File: src/rtl/fifo_rd_ptr_ctrl_pkg.sv
// Shared definitions for the async FIFO pointer controllers (read and write side).
package fifo_rd_ptr_ctrl_pkg;

    localparam int FIFO_AW_DEFAULT   = 4;
    localparam int FIFO_SYNC_DEFAULT = 2;

    // Pointers carry one bit beyond the RAM address to tell full from empty.
    function automatic int fifo_ptr_width(input int aw);
        return aw + 1;
    endfunction

endpackage

File: src/rtl/fifo_gray_conv.sv
// Binary/gray pointer converters shared by both FIFO pointer controllers.
module fifo_bin2gray #(
    parameter int DW = 5
) (
    input  logic [DW-1:0] bin,
    output logic [DW-1:0] gray
);
    assign gray = bin ^ (bin >> 1);
endmodule

module fifo_gray2bin #(
    parameter int DW = 5
) (
    input  logic [DW-1:0] gray,
    output logic [DW-1:0] bin
);
    // Each binary bit is the XOR of all gray bits at or above it.
    always_comb begin
        bin = '0;
        for (int i = 0; i < DW; i++) begin
            bin[i] = ^(gray >> i);
        end
    end
endmodule

File: src/rtl/fifo_sync_chain.sv
// Multi-flop synchronizer for a gray-coded pointer crossing into this clock domain.
module fifo_sync_chain #(
    parameter int W     = 5,
    parameter int DEPTH = 2
) (
    input  logic         clk,
    input  logic         nreset,
    input  logic [W-1:0] d,
    output logic [W-1:0] q
);
    logic [W-1:0] stage [DEPTH];

    always_ff @(posedge clk) begin
        if (!nreset) begin
            for (int i = 0; i < DEPTH; i++) begin
                stage[i] <= '0;
            end
        end else begin
            stage[0] <= d;
            for (int i = 1; i < DEPTH; i++) begin
                stage[i] <= stage[i-1];
            end
        end
    end

    assign q = stage[DEPTH-1];
endmodule

File: src/rtl/fifo_rd_ptr_ctrl.sv
// Read-domain pointer controller: syncs the write pointer, tracks the read pointer,
// and derives empty, fill count and underflow.
module fifo_rd_ptr_ctrl
    import fifo_rd_ptr_ctrl_pkg::*;
#(
    parameter int AW          = FIFO_AW_DEFAULT,
    parameter int SYNC_STAGES = FIFO_SYNC_DEFAULT,
    localparam int PW         = fifo_ptr_width(AW)
) (
    input  logic          clk,
    input  logic          nreset,
    input  logic          rd_en,
    input  logic [PW-1:0] wr_gray_async,
    output logic [AW-1:0] rd_addr,
    output logic [PW-1:0] rd_gray,
    output logic          empty,
    output logic [PW-1:0] rd_count,
    output logic          underflow
);
    logic [PW-1:0] wr_gray_sync;
    logic [PW-1:0] wr_bin_sync;
    logic [PW-1:0] rd_bin;
    logic [PW-1:0] rd_bin_next;
    logic [PW-1:0] rd_gray_next;
    logic          rd_inc;

    fifo_sync_chain #(.W(PW), .DEPTH(SYNC_STAGES)) u_wr_sync (
        .clk    (clk),
        .nreset (nreset),
        .d      (wr_gray_async),
        .q      (wr_gray_sync)
    );

    fifo_gray2bin #(.DW(PW)) u_wr_g2b (
        .gray (wr_gray_sync),
        .bin  (wr_bin_sync)
    );

    assign rd_inc      = rd_en & ~empty;
    assign rd_bin_next = rd_bin + PW'(rd_inc);

    fifo_bin2gray #(.DW(PW)) u_rd_b2g (
        .bin  (rd_bin_next),
        .gray (rd_gray_next)
    );

    // Empty and count look at the next pointer so the last read is reflected at once.
    always_ff @(posedge clk) begin
        if (!nreset) begin
            rd_bin    <= '0;
            rd_gray   <= '0;
            empty     <= 1'b1;
            rd_count  <= '0;
            underflow <= 1'b0;
        end else begin
            rd_bin    <= rd_bin_next;
            rd_gray   <= rd_gray_next;
            empty     <= (rd_gray_next == wr_gray_sync);
            rd_count  <= wr_bin_sync - rd_bin_next;
            underflow <= rd_en & empty;
        end
    end

    assign rd_addr = rd_bin[AW-1:0];
endmodule
File: config.mk
export PLATFORM = sky130hd
export DESIGN_NAME = fifo_rd_ptr_ctrl
export DESIGN_NICKNAME = d
export VERILOG_FILES = /design/src/rtl/fifo_rd_ptr_ctrl_pkg.sv /design/src/rtl/fifo_gray_conv.sv /design/src/rtl/fifo_sync_chain.sv /design/src/rtl/fifo_rd_ptr_ctrl.sv
export SDC_FILE = /design/constraint.sdc
export NUM_CORES = 1
export LEC_CHECK = 0
export CORE_MARGIN = 2
export CORE_UTILIZATION = 40
export CTS_CLUSTER_SIZE = 25
export DETAILED_ROUTE_END_ITERATION = 8
export PLACE_DENSITY = 0.64
export SYNTH_ARGS = -nofsm -noshare
export SYNTH_HDL_FRONTEND = slang
export SYNTH_SLANG_ARGS = --single-unit
File: constraint.sdc
create_clock -name clk -period 3.04 [get_ports clk]
set_input_delay 0.608 -clock clk [delete_from_list [all_inputs] [get_ports clk]]
set_output_delay 0.608 -clock clk [all_outputs]
set_load 0.02 [all_outputs]
Yosys cells after proc, flatten, opt, wreduce, memory -nomap -nowiden
Memory sizes are Yosys's and may differ from the RTL's.
Index checks and enable logic that the tools add are counted.
{"block": "totals", "inputBits": 8, "ram_bits": 10, "word_cells": 24, "mem_count": 1, "out_inout_bits": 16, "register_bits": 17}
{"memory": "u_wr_sync.stage", "depth": 2, "word_bits": 5, "read_ports": 2, "rd_ports_with_merged_regs": 0, "wr": 2, "line_no": "fifo_sync_chain.sv:11", "source": "logic [W-1:0] stage [DEPTH];"}
{"block": "op_classes", "reduce_logical": 5, "n_bitwise": 6, "n_addsub": 2, "mux": 4, "n_eq_ne": 1}
{"cell": "$reduce_xor 5->1", "count": 5}
{"cell": "$mux 5", "count": 2}
{"cell": "$add 5x1->5", "count": 1}
{"cell": "$eq 5x5->1", "count": 1}
{"cell": "$sub 5x5->5", "count": 1}
{"cell": "$xor 5x4->5", "count": 1}
{"cell": "$and 1x1->1", "count": 2}
{"cell": "$mux 1", "count": 2}
{"cell": "$or 1x1->1", "count": 2}
{"cell": "$not 1->1", "count": 1}

Logic depth before layout (Yosys ltp)
{"block": "logic_depth", "ltp_word": 5, "depth_mapped": 11}

By module
A second synthesis with hierarchy kept.
{"block": "unflattened", "cells_unflattened": 113, "area_unflattened_um2": 1207.4}
{"mod": "fifo_rd_ptr_ctrl", "area_each_um2": 792.0, "cells_each": 77, "n_inst": 1}
{"mod": "fifo_sync_chain", "area_each_um2": 300.3, "cells_each": 25, "n_inst": 1}
{"mod": "fifo_gray2bin", "area_each_um2": 72.6, "cells_each": 6, "n_inst": 1}
{"mod": "fifo_bin2gray", "area_each_um2": 42.5, "cells_each": 5, "n_inst": 1}

Worst setup path before layout
Ideal clock, no wire load.
{"block": "synth_path", "path_type": "reg2reg", "start": "memory u_wr_sync.stage[1][4], in the netlist u_wr_sync.stage[0][9]", "end": "register rd_count[4]", "required_ps": 2925, "setup_ps": 115, "path_buffers": 0, "path_stages_with_launch": 12, "t_arrival_ps": 2654, "path_slack_ps": 271, "cell_sequence": "dfxtp_1 -> xor2_1 -> xor2_1 -> xor2_1 -> xnor2_1 -> ha_1 -> inv_1 -> fa_1 -> a21o_1 -> maj3_1 -> xnor2_1 -> and2_1"}
{"item": "start, declared", "line_no": "fifo_sync_chain.sv:11"}
{"item": "end signal, assigned", "line_no": "fifo_rd_ptr_ctrl.sv:59", "source": "rd_count <= wr_bin_sync - rd_bin_next;"}
{"item": "end, declared", "line_no": "fifo_rd_ptr_ctrl.sv:17", "source": "output logic [PW-1:0] rd_count,"}

==> key figures <==
Worst setup path
  – Crit Path Max Fanout: 3
  – Delay-heaviest family, CP: XOR/XNOR gates
  – Crit-path cells: xor2_2 > xor2_1 > xor2_1 > xnor2_1 > ha_1 > inv_1 > fa_1 > a21o_1 > maj3_1 > xnor2_1 > and2_1
  – Slowest CP cell: dfxtp_1
  – CP arrival: roughly 3000 ps
  – CP Data Required Time: roughly 3300 ps
  – CP bufs+invs: 1
  – Worst Path Class, Setup: register to register
  – Crit-path max cell delay: about 410 ps
  – Worst Setup End Kind: register
  – Startpoint Class: register

Status
  – Status: completed

Timing
  – Final-report setup violation count: 0
  – Slew Viols, Final: 0
  – Max Clk Rate: between 0.3 and 0.4 GHz
  – Clock skew: between 4 and 5 ps
  – Slew @ Worst Pin: between 600 and 700 ps
  – Slew HR: 0.549
  – Hold Fails Final Rpt: 0
  – Setup WS post-layout: roughly 230 ps
  – Tmin final: approximately 2800 ps
  – Final hold slack: 445 ps
  – RSZ-0062 raised after global routing: false
  – Final period util: 0.923

Floorplan
  – Total die area: roughly 3200 um^2
  – Starting Density: 0.414
  – I/O Pins: 24
  – Row Count: 19
  – Core area: approximately 2700 um^2
  – Die width: approximately 57 um
  – Vert. Die Dim: 57.0 um

Power
  – Net Sw Frac: 0.260
  – Clock power frac: 0.242
  – Peak VDD IR: between 0.2 and 0.3 mV
  – Overall Power: 0.720 mW
  – Pint: 0.533 mW
  – Logic pwr share: 0.236
  – Sw Pwr: ~0.19 mW
  – Pwr Density: 484 nW/um^2
  – P_leak: roughly 0.65 nW
  – Reg power frac: 0.522

Clock network
  – TritonCTS clock tree: built
  – Clock transition at the registers of the reported paths: 140 ps
  – H-tree Lvls: 1
  – CTS Root Cell: clkbuf_4
  – Worst skew pair latency: around 320 ps
  – Max clock buf depth: 2
  – Post-CTS Hold Buffers: 0
  – Num Clock Sinks: 26
  – CTS buffer count: 3

Global routing
  – Grt ovf: 0
  – First-pass GRT wire length: approximately 3500 um
  – Pin count of the biggest net entering global routing: 27
  – Vias in the first global route: around 800
  – Initial antenna violation count: 0
  – Global Route Usage Sum: 0.141

Cells and area
  – Layout Cells excl Fill: 166
  – Nets: 150
  – Antenna diodes: 0
  – Commonest non-fill, non-tap cell in the layout: dfxtp_1
  – Final core utilization: 0.549
  – Layout area overhead: 32.6%
  – Most frequent cells in the layout: 26 x dfxtp_1, 23 x clkdlybuf4s50_1, 21 x and2_1, 11 x xnor2_1
  – Layout cells sized above 1: 0.133
  – Fillcell total: 256

Placement
  – Placer Congestion: 0.679
  – Buffers added on ports: 23
  – Placed insts: approximately 160
  – Worst slack at placement: -59.2 ps
  – Final HPWL DP: about 1400 um

Drt
  – Vias: 762
  – Avg WL per Cell: ~11 um
  – Initial DRT Pass Iterations: 2
  – Drt total wl: 1900 um
  – DR iter-0 viols: 10
  – Vias/cell: roughly 4.6
  – ANT nets after route: 0
  – Drc violations: 0

Synthesis
  – Synth Register Bits: 26
  – Synth Instances: just over 100
  – Mean area per synthesized cell: 11.0 um^2
  – Distinct cells, synth: 24
  – Sequential area share after synthesis: 0.464
  – Ys Warns: 0
  – Post-Syn Area: 1120 um^2
  – Share of the synthesized area in the top cell type: 0.464
  – Syn nets: between 100 and 150
  – Post-synth top area cell: dfxtp_1
  – Area contributors post-synth: dfxtp_1 46%, and2_1 12%, xnor2_1 8.6%

Run
  – Maxcap violations: 0

Worst hold path
  – Hold Path Class: register to register
[synthesized netlist by cell type]
cell type  count
o22ai_1        1
and2_2         1
nor2b_1        3
clkbuf_1       2
inv_1          4
xor2_2         1
nand2_1        2
xnor2_1       11
a21oi_1        2
fa_1           1
and3_1         3
maj3_1         1
xor2_1         9
and4b_2        1
a21o_1         2
xnor2_2        1
dfxtp_1       26
and2_1        21
xnor3_1        1
nand3_1        1
nor3_1         1
nor2_1         1
o41ai_2        1
ha_1           5
[repair_timing]
| action | 4_1_cts | 5_1_grt |
|---|---|---|
| buffers inserted | 0 | 0 |
| endpoints found under the setup margin | 0 | 1 |
| resized for setup | 0 | 1 |
[cell type report]
cell class              count  area [um^2]  area share
repair buffers             31          290       0.195
multi-input cells          70          587       0.394
flip-flops and latches     26          520       0.350
clock buffers               4         36.3      0.0244
well taps                  31         38.8      0.0261
inverters                   4         15.0      0.0101
[power by group through the flow]
stage	clock network, mW	registers [mW]	logic [mW]
after floorplan	0	0.407	0.0753
after global placement	0	0.383	0.169
after detailed placement	0	0.384	0.171
after CTS	0.181	0.376	0.172
after global routing	0.200	0.379	0.190
final	0.174	0.376	0.170
[through the flow]
stage / area [um^2] / setup TNS, ps
after CTS: 1480 / 0
final: 1490 / 0
after global routing: 1490 / 0
after global placement: 1440 / -8.23
after detailed placement: 1440 / -59.2
after floorplan: 1120 / 0
[per-layer routing]
| metal | wire [um] | GRT usage | up-vias | part of all wire |
|---|---|---|---|---|
| li1 | - | - | 390 | - |
| met1 | 837 | 0.171 | 350 | 0.44 |
| met2 | 932 | 0.233 | 18 | 0.49 |
| met3 | 96 | 0.0363 | 4 | 0.050 |
| met4 | 36 | 0.0698 | 0 | 0.019 |
| met5 | 0 | 0 | - | 0 |
[state kept, by name, summed over array words and instances (netlist names)]
register / flops
u_wr_sync.stage: 10
rd_count: 5
rd_gray: 5
rd_bin: 4
empty: 1
underflow: 1
[worst paths after layout]
| check | start | to | slack, ps | cells past startpoint |
|---|---|---|---|---|
| worst max register to register | u_wr_sync.stage[0][9] | rd_count[4] | 230 | 11 |
| worst min-delay path | u_wr_sync.stage[0][2] | u_wr_sync.stage[0][7] | 440 | 1 |
| worst max-delay path | u_wr_sync.stage[0][9] | rd_count[4] | 230 | 11 |
| worst min register to register | u_wr_sync.stage[0][2] | u_wr_sync.stage[0][7] | 440 | 1 |
[kinds of logic (layout without fill, tap and decap cells)]
group / Yosys count / after routing / share of synthesized area
and+or+nand+nor: 34 / 34 / 0.186
DFF: 26 / 26 / 0.464
AOI/OAI and AO/OA: 6 / 6 / 0.0424
xor gates and xnor gates: 23 / 23 / 0.205
adders and majority gates: 7 / 7 / 0.0825
buffers and inverters: 6 / 39 / 0.0201
Power figures use the tool's default switching activity.
